**config.mk**
```make
export PLATFORM = sky130hd
export DESIGN_NAME = two_op_mem_arbiter
export DESIGN_NICKNAME = d
export VERILOG_FILES = /design/src/rtl/two_op_mem_arbiter.sv
export SDC_FILE = /design/constraint.sdc
export NUM_CORES = 1
export LEC_CHECK = 0
export BUFFER_PORTS_ARGS = -buffer_cell sky130_fd_sc_hd__buf_2
export CAP_MARGIN = 20
export CELL_PAD_IN_SITES_DETAIL_PLACEMENT = 1
export CELL_PAD_IN_SITES_GLOBAL_PLACEMENT = 2
export CORE_MARGIN = 2
export CORE_UTILIZATION = 24
export CTS_BUF_LIST = sky130_fd_sc_hd__clkbuf_2 sky130_fd_sc_hd__clkbuf_4 sky130_fd_sc_hd__clkbuf_8
export DETAILED_ROUTE_END_ITERATION = 8
export PLACE_DENSITY = 0.86
export SLEW_MARGIN = 5
export SYNTH_ARGS = -nofsm -noshare
export SYNTH_HDL_FRONTEND = slang
export SYNTH_SLANG_ARGS = --single-unit
export TNS_END_PERCENT = 100
```
**constraint.sdc**
```tcl
create_clock -name clk -period 2.3 [get_ports clk]
set_clock_uncertainty 0.15 [all_clocks]
set_input_delay 0.345 -clock clk [delete_from_list [all_inputs] [get_ports clk]]
set_output_delay 0.345 -clock clk [all_outputs]
set_load 0.02 [all_outputs]
```
**src/rtl/two_op_mem_arbiter.sv**
```systemverilog
// rtl/two_op_mem_arbiter.sv - shares one single-port sync RAM between instruction fetch and data ports
// Optional ARB_RR_EN: round-robin on conflict instead of D-priority with a MAX_WAIT starvation guard.
module two_op_mem_arbiter #(
  parameter int AW       = 16,
  parameter int DW       = 16,
  parameter int MAX_WAIT = 4
) (
  input  logic          clk,
  input  logic          rst_n,
  input  logic          i_req,
  input  logic [AW-1:0] i_addr,
  output logic          i_gnt,
  output logic          i_valid,
  output logic [DW-1:0] i_data,
  input  logic          d_req,
  input  logic          d_we,
  input  logic [AW-1:0] d_addr,
  input  logic [DW-1:0] d_wdata,
  output logic          d_gnt,
  output logic          d_valid,
  output logic [DW-1:0] d_rdata,
  output logic          mem_en,
  output logic          mem_we,
  output logic [AW-1:0] mem_addr,
  output logic [DW-1:0] mem_wdata,
  input  logic [DW-1:0] mem_rdata
);

  typedef enum logic [1:0] {OWN_NONE, OWN_I, OWN_D} owner_e;

  owner_e        pend_owner;
  logic          pend_rd;
  logic [DW-1:0] i_data_q;
  logic [DW-1:0] d_rdata_q;
  logic          i_win;

`ifdef ARB_RR_EN
  owner_e last_owner;

  always_ff @(posedge clk or negedge rst_n) begin
    if (!rst_n) begin
      last_owner <= OWN_D;
    end else if (i_gnt) begin
      last_owner <= OWN_I;
    end else if (d_gnt) begin
      last_owner <= OWN_D;
    end
  end

  assign i_win = (last_owner == OWN_D);
`else
  localparam int              WCW      = $clog2(MAX_WAIT + 1);
  localparam logic [WCW-1:0]  WAIT_MAX = WCW'(MAX_WAIT);

  logic [WCW-1:0] wait_cnt;

  always_ff @(posedge clk or negedge rst_n) begin
    if (!rst_n) begin
      wait_cnt <= '0;
    end else if (i_req && !i_gnt) begin
      if (wait_cnt != WAIT_MAX) wait_cnt <= wait_cnt + 1'b1;
    end else begin
      wait_cnt <= '0;
    end
  end

  // D normally wins a conflict; a fetch refused MAX_WAIT times takes the next one.
  assign i_win = (wait_cnt == WAIT_MAX);
`endif

  // Grants are gated by reset so nothing reaches the RAM while reset is held.
  always_comb begin
    i_gnt = 1'b0;
    d_gnt = 1'b0;
    if (rst_n) begin
      if (i_req && d_req) begin
        i_gnt = i_win;
        d_gnt = !i_win;
      end else begin
        i_gnt = i_req;
        d_gnt = d_req;
      end
    end
  end

  assign mem_en    = i_gnt | d_gnt;
  assign mem_we    = d_gnt & d_we;
  assign mem_addr  = d_gnt ? d_addr : i_addr;
  assign mem_wdata = d_wdata;

  always_ff @(posedge clk or negedge rst_n) begin
    if (!rst_n) begin
      pend_owner <= OWN_NONE;
      pend_rd    <= 1'b0;
      i_data_q   <= '0;
      d_rdata_q  <= '0;
    end else begin
      pend_owner <= i_gnt ? OWN_I : (d_gnt ? OWN_D : OWN_NONE);
      pend_rd    <= i_gnt | (d_gnt & ~d_we);
      if (i_valid) i_data_q <= mem_rdata;
      if (d_valid && pend_rd) d_rdata_q <= mem_rdata;
    end
  end

  // RAM data is only present for one cycle, so the return cycle bypasses the holding register.
  assign i_valid = (pend_owner == OWN_I);
  assign d_valid = (pend_owner == OWN_D);
  assign i_data  = i_valid ? mem_rdata : i_data_q;
  assign d_rdata = (d_valid && pend_rd) ? mem_rdata : d_rdata_q;

endmodule
```
# ---- Word level (Yosys, flattened, before mapping)
# Cells that the tools add are included.
dict set report word_totals {
  reg_bits 38
  wordCells 32
}
dict set report classes {
  n_reduce_logical 5
  mux 11
  bitwise_logic 5
  n_eq_ne 5
  addsub 1
}
# operator n
set op_table {}
lappend op_table {{2-to-1 mux 16 bit} 3}
lappend op_table {{2-to-1 mux 3 bit} 2}
lappend op_table {{2-to-1 mux 1 bit} 4}
lappend op_table {{2-to-1 mux 2 bit} 2}
lappend op_table {{adder 3 x 1 -> 3 bit (second input constant)} 1}
lappend op_table {{equality test 3 bit (second input constant)} 1}
lappend op_table {{logical AND 1 bit} 3}
lappend op_table {{!= test 3 bit (second input constant)} 1}
lappend op_table {{AND 1 bit} 2}
lappend op_table {{equality test 2 x 1 -> 1 bit (second input constant)} 1}
lappend op_table {{equality test 2 bit (second input constant)} 1}
lappend op_table {{zero test 1 bit} 2}
lappend op_table {{!= test 2 x 1 -> 1 bit (second input constant)} 1}
lappend op_table {{OR 1 bit} 2}
lappend op_table {{NOT 1 bit} 1}

# ---- Depth between registers and ports, before layout
dict set report logic_depth {
  depth_word 6
  depth_mapped 6
  ltp_nobuf 5
}

# ---- Worst setup path before layout
# No wires, ideal clock.
dict set report synth_path {
  path_kind {reg-to-output}
  start {reg wait_cnt[0]}
  end {out mem_addr[10]}
  path_slack_ns 0.387
  path_buffers 1
  path_stages_with_launch 7
  required_time_ns 1.805
  arrival_ns 1.418
  path_cell_list {dfrtp_1 > inv_1 > ha_1 > nand3_2 > nand3_4 > buf_8 > mux2_4}
}
dict set report synth_via {
  elab_chain_len 5
}
# item line_no
set synth_rtl {}
lappend synth_rtl {{start: declaration} 55} ;# logic [WCW-1:0] wait_cnt;
lappend synth_rtl {{start signal: assignment} 61} ;# if (wait_cnt != WAIT_MAX) wait_cnt <= wait_cnt + 1'b1;
lappend synth_rtl {{equality test 3 bit} 68} ;# assign i_win = (wait_cnt == WAIT_MAX);
lappend synth_rtl {{zero test 1 bit} 78} ;# d_gnt = !i_win;
lappend synth_rtl {{2-to-1 mux 1 bit} 76} ;# if (i_req && d_req) begin
lappend synth_rtl {{2-to-1 mux 1 bit} 75} ;# if (rst_n) begin
lappend synth_rtl {{2-to-1 mux 16 bit} 88} ;# assign mem_addr = d_gnt ? d_addr : i_addr;
lappend synth_rtl {{end: declaration} 24} ;# output logic [AW-1:0] mem_addr,
# Every way passes these cells.

# ---- Worst setup path in the final report
dict set report layout_path {
  start {in rst_n}
  end {out mem_addr[1]}
}
dict set report layout_via {
  elab_chain_len 2
}
# item line_no
set layout_rtl {}
lappend layout_rtl {{start: declaration} 9} ;# input logic rst_n,
lappend layout_rtl {{2-to-1 mux 1 bit} 75}
lappend layout_rtl {{2-to-1 mux 16 bit} 88}
# Every way passes these cells.

==> reports/qor.txt <==
CP arrival: 1.79 ns
Placed Instance Area: 2410 um2
total leakage power: 1.41 nW
CTS tree: built
Worst slew margin: 72.4%
ANT nets after route: 0
core area: 7690 um2
most frequent cells in the layout: 90 x buf_2, 38 x mux2_2, 38 x dfrtp_1, 15 x buf_6
initial antenna violation count: 0
Post-Syn Area: 1890 um2
Fmax achieved: 437 MHz
Setup crit start: rst_n
beginning of the worst register-to-register path: pend_owner[1]
final setup vio count: 0
Final Max Tran Viols: 0
commonest non-fill, non-tap cell in the layout: buf_2
layout cell share with drive strength beyond 1: 73.5%
sequential area share after synthesis: 50.4%
1st-pass router iterations: 4
Final Hold Slack: 0.168 ns
actual slew at the worst max-slew pin: 0.414 ns
RSZ-0062 raised after global routing: true
minimum clock period: 2.29 ns
Final nets: 315
status: finished clean
routed wire length: 4650 um
maximum fanout along the worst path: 6
share of Yosys cell area claimed by the top area cell type: 50.4%
beginning of the worst hold path: mem_rdata[1]
Yosys cell types: 25
I/O Pins: 139
clock root buffer master: clkbuf_8
Peak supply drop: 232 uV
Antenna diodes: 0
# DRC: 0
Power Density: 753 nW/um2
biggest area consumer among synthesized cells: dfrtp_1
via count: 1464
Yosys reg bits: 38
vias in the first global route: 1501
clock slew at reported path FFs: 0.07 ns
CP endpoint kind: output port
vias per cell: 4.22
Post-Syn Nets: 210
setup_tns: 0 ns
WL/cell: 13.4 um
yosys warns: 0
CP Data Required Time: 1.80 ns
Setup CP Type: in2out
Mapped Avg Cell Area: 13.6 um2
DIE AREA: 8590 um2
worst hold path class: in2reg
Layout Utilization: 35.6%
DR iter-0 viols: 16
P&R area growth vs syn: 45.0%
total routing usage reported by global routing: 10.4%
fin crit share: 99.4%
max_cap viols: 0
Max clock buf depth: 2
die height: 92.7 um
Synth area leaders: dfrtp_1 50%, mux2_2 24%, buf_4 6.8%
pin count of the biggest net entering global routing: 34
Die W: 92.7 um
Initial Util: 24.6%
Std-Cell Rows: 32
Critical Path Source Type: input pin
clk sinks: 38
Overflow after GRT: 0
gate count of the mapped netlist: 139
gpl congestion: 0.682
worst skew pair latency: 0.28 ns
TritonCTS Buffers: 5
H-tree depth: 2
first-pass GRT wire length: 6880 um
final hold vios: 0
design area: 2740 um2
port bufs: 106
DP Wirelength: 3420 um
[layout make-up]
cell class / count / area [um2]
well taps: 102 / 128
fillers: 888 / 4950
repair buffers: 118 / 749
multi-input cells: 75 / 792
clock inverters: 2 / 12.5
flip-flops and latches: 38 / 951
clock buffers: 6 / 82.6
inverters: 6 / 22.5
[metrics by stage]
stage | worst slack [ns] | std cells | power, W
2_1_floorplan | 0.387 | 139 | 0.00134
3_3_place_gp | 0.213 | 330 | 0.00153
5_1_grt | -0.0418 | 347 | 0.00219
4_1_cts | 0.00823 | 343 | 0.00206
6_report | 0.0131 | 347 | 0.00206
3_5_place_dp | 0.147 | 330 | 0.00155
[power by group]
group | internal [W] | switching [W]
combinational | 0.000334 | 0.000417
clock | 0.000241 | 0.000232
sequential | 0.000806 | 0.0000338
total | 0.00138 | 0.000682
[synthesized netlist by cell type]
cell,n
mux2_2,41
dfrtp_1,38
buf_4,17
nand2_1,8
mux2_4,7
inv_1,6
ha_1,2
nand2b_1,2
nand4_1,2
a21boi_0,1
a21oi_1,1
a311oi_1,1
and3_1,1
and4b_1,1
buf_2,1
buf_6,1
buf_8,1
mux2i_1,1
nand2_2,1
nand3_2,1
nand3_4,1
nor2_1,1
nor2b_2,1
o21a_1,1
or2b_1,1
[worst max-delay path, cell delays in order]
cell and delay, ns:
dlygate4sd3_1 0.56, buf_4 0.16, nand3_4 0.11, buf_6 0.14, mux2_2 0.34, buf_6 0.13
[metal layers]
metal | part of all wire (%) | track usage (%)
met5 | 0 | 0
met4 | 1.7 | 3.55
met2 | 49 | 18.1
met3 | 11 | 3.58
met1 | 39 | 11.9
[path summary, 6_finish.rpt]
kind                       slack (ns)       endpoint  depth (start not counted)
max                              0.01    mem_addr[1]                          6
min                              0.17    i_data_q[1]                          2
max reg2reg                      0.86   d_rdata_q[9]                          3
min reg2reg                      0.35    i_data_q[7]                          1
max in group asynchronous        0.93    i_data_q[2]                          4
min in group asynchronous        0.44  pend_owner[0]                          3
[sequential cells by signal, indices dropped and copies added (netlist names)]
register	cells
d_rdata_q	16
i_data_q	16
wait_cnt	3
pend_owner	2
pend_rd	1
[kinds of logic (layout without fill, tap and decap cells)]
| group | after synthesis | count (layout) | synth area share (%) |
|---|---|---|---|
| flops | 38 | 38 | 50.4 |
| fa+ha+maj | 2 | 2 | 1.33 |
| mux | 49 | 49 | 30.5 |
| compound gates | 4 | 4 | 1.52 |
| buf+inv | 26 | 132 | 9.61 |
| simple gates | 20 | 20 | 6.63 |
[repair_timing]
action,4_1_cts,5_1_grt
endpoints found under the hold margin,5,0
setup endpoints to repair,17,16
gates resized for setup,4,36
buffers inserted,4,3
pin swaps,1,2
hold buffers,1,0
cloned,0,1
(Power assumes the default switching activity.)
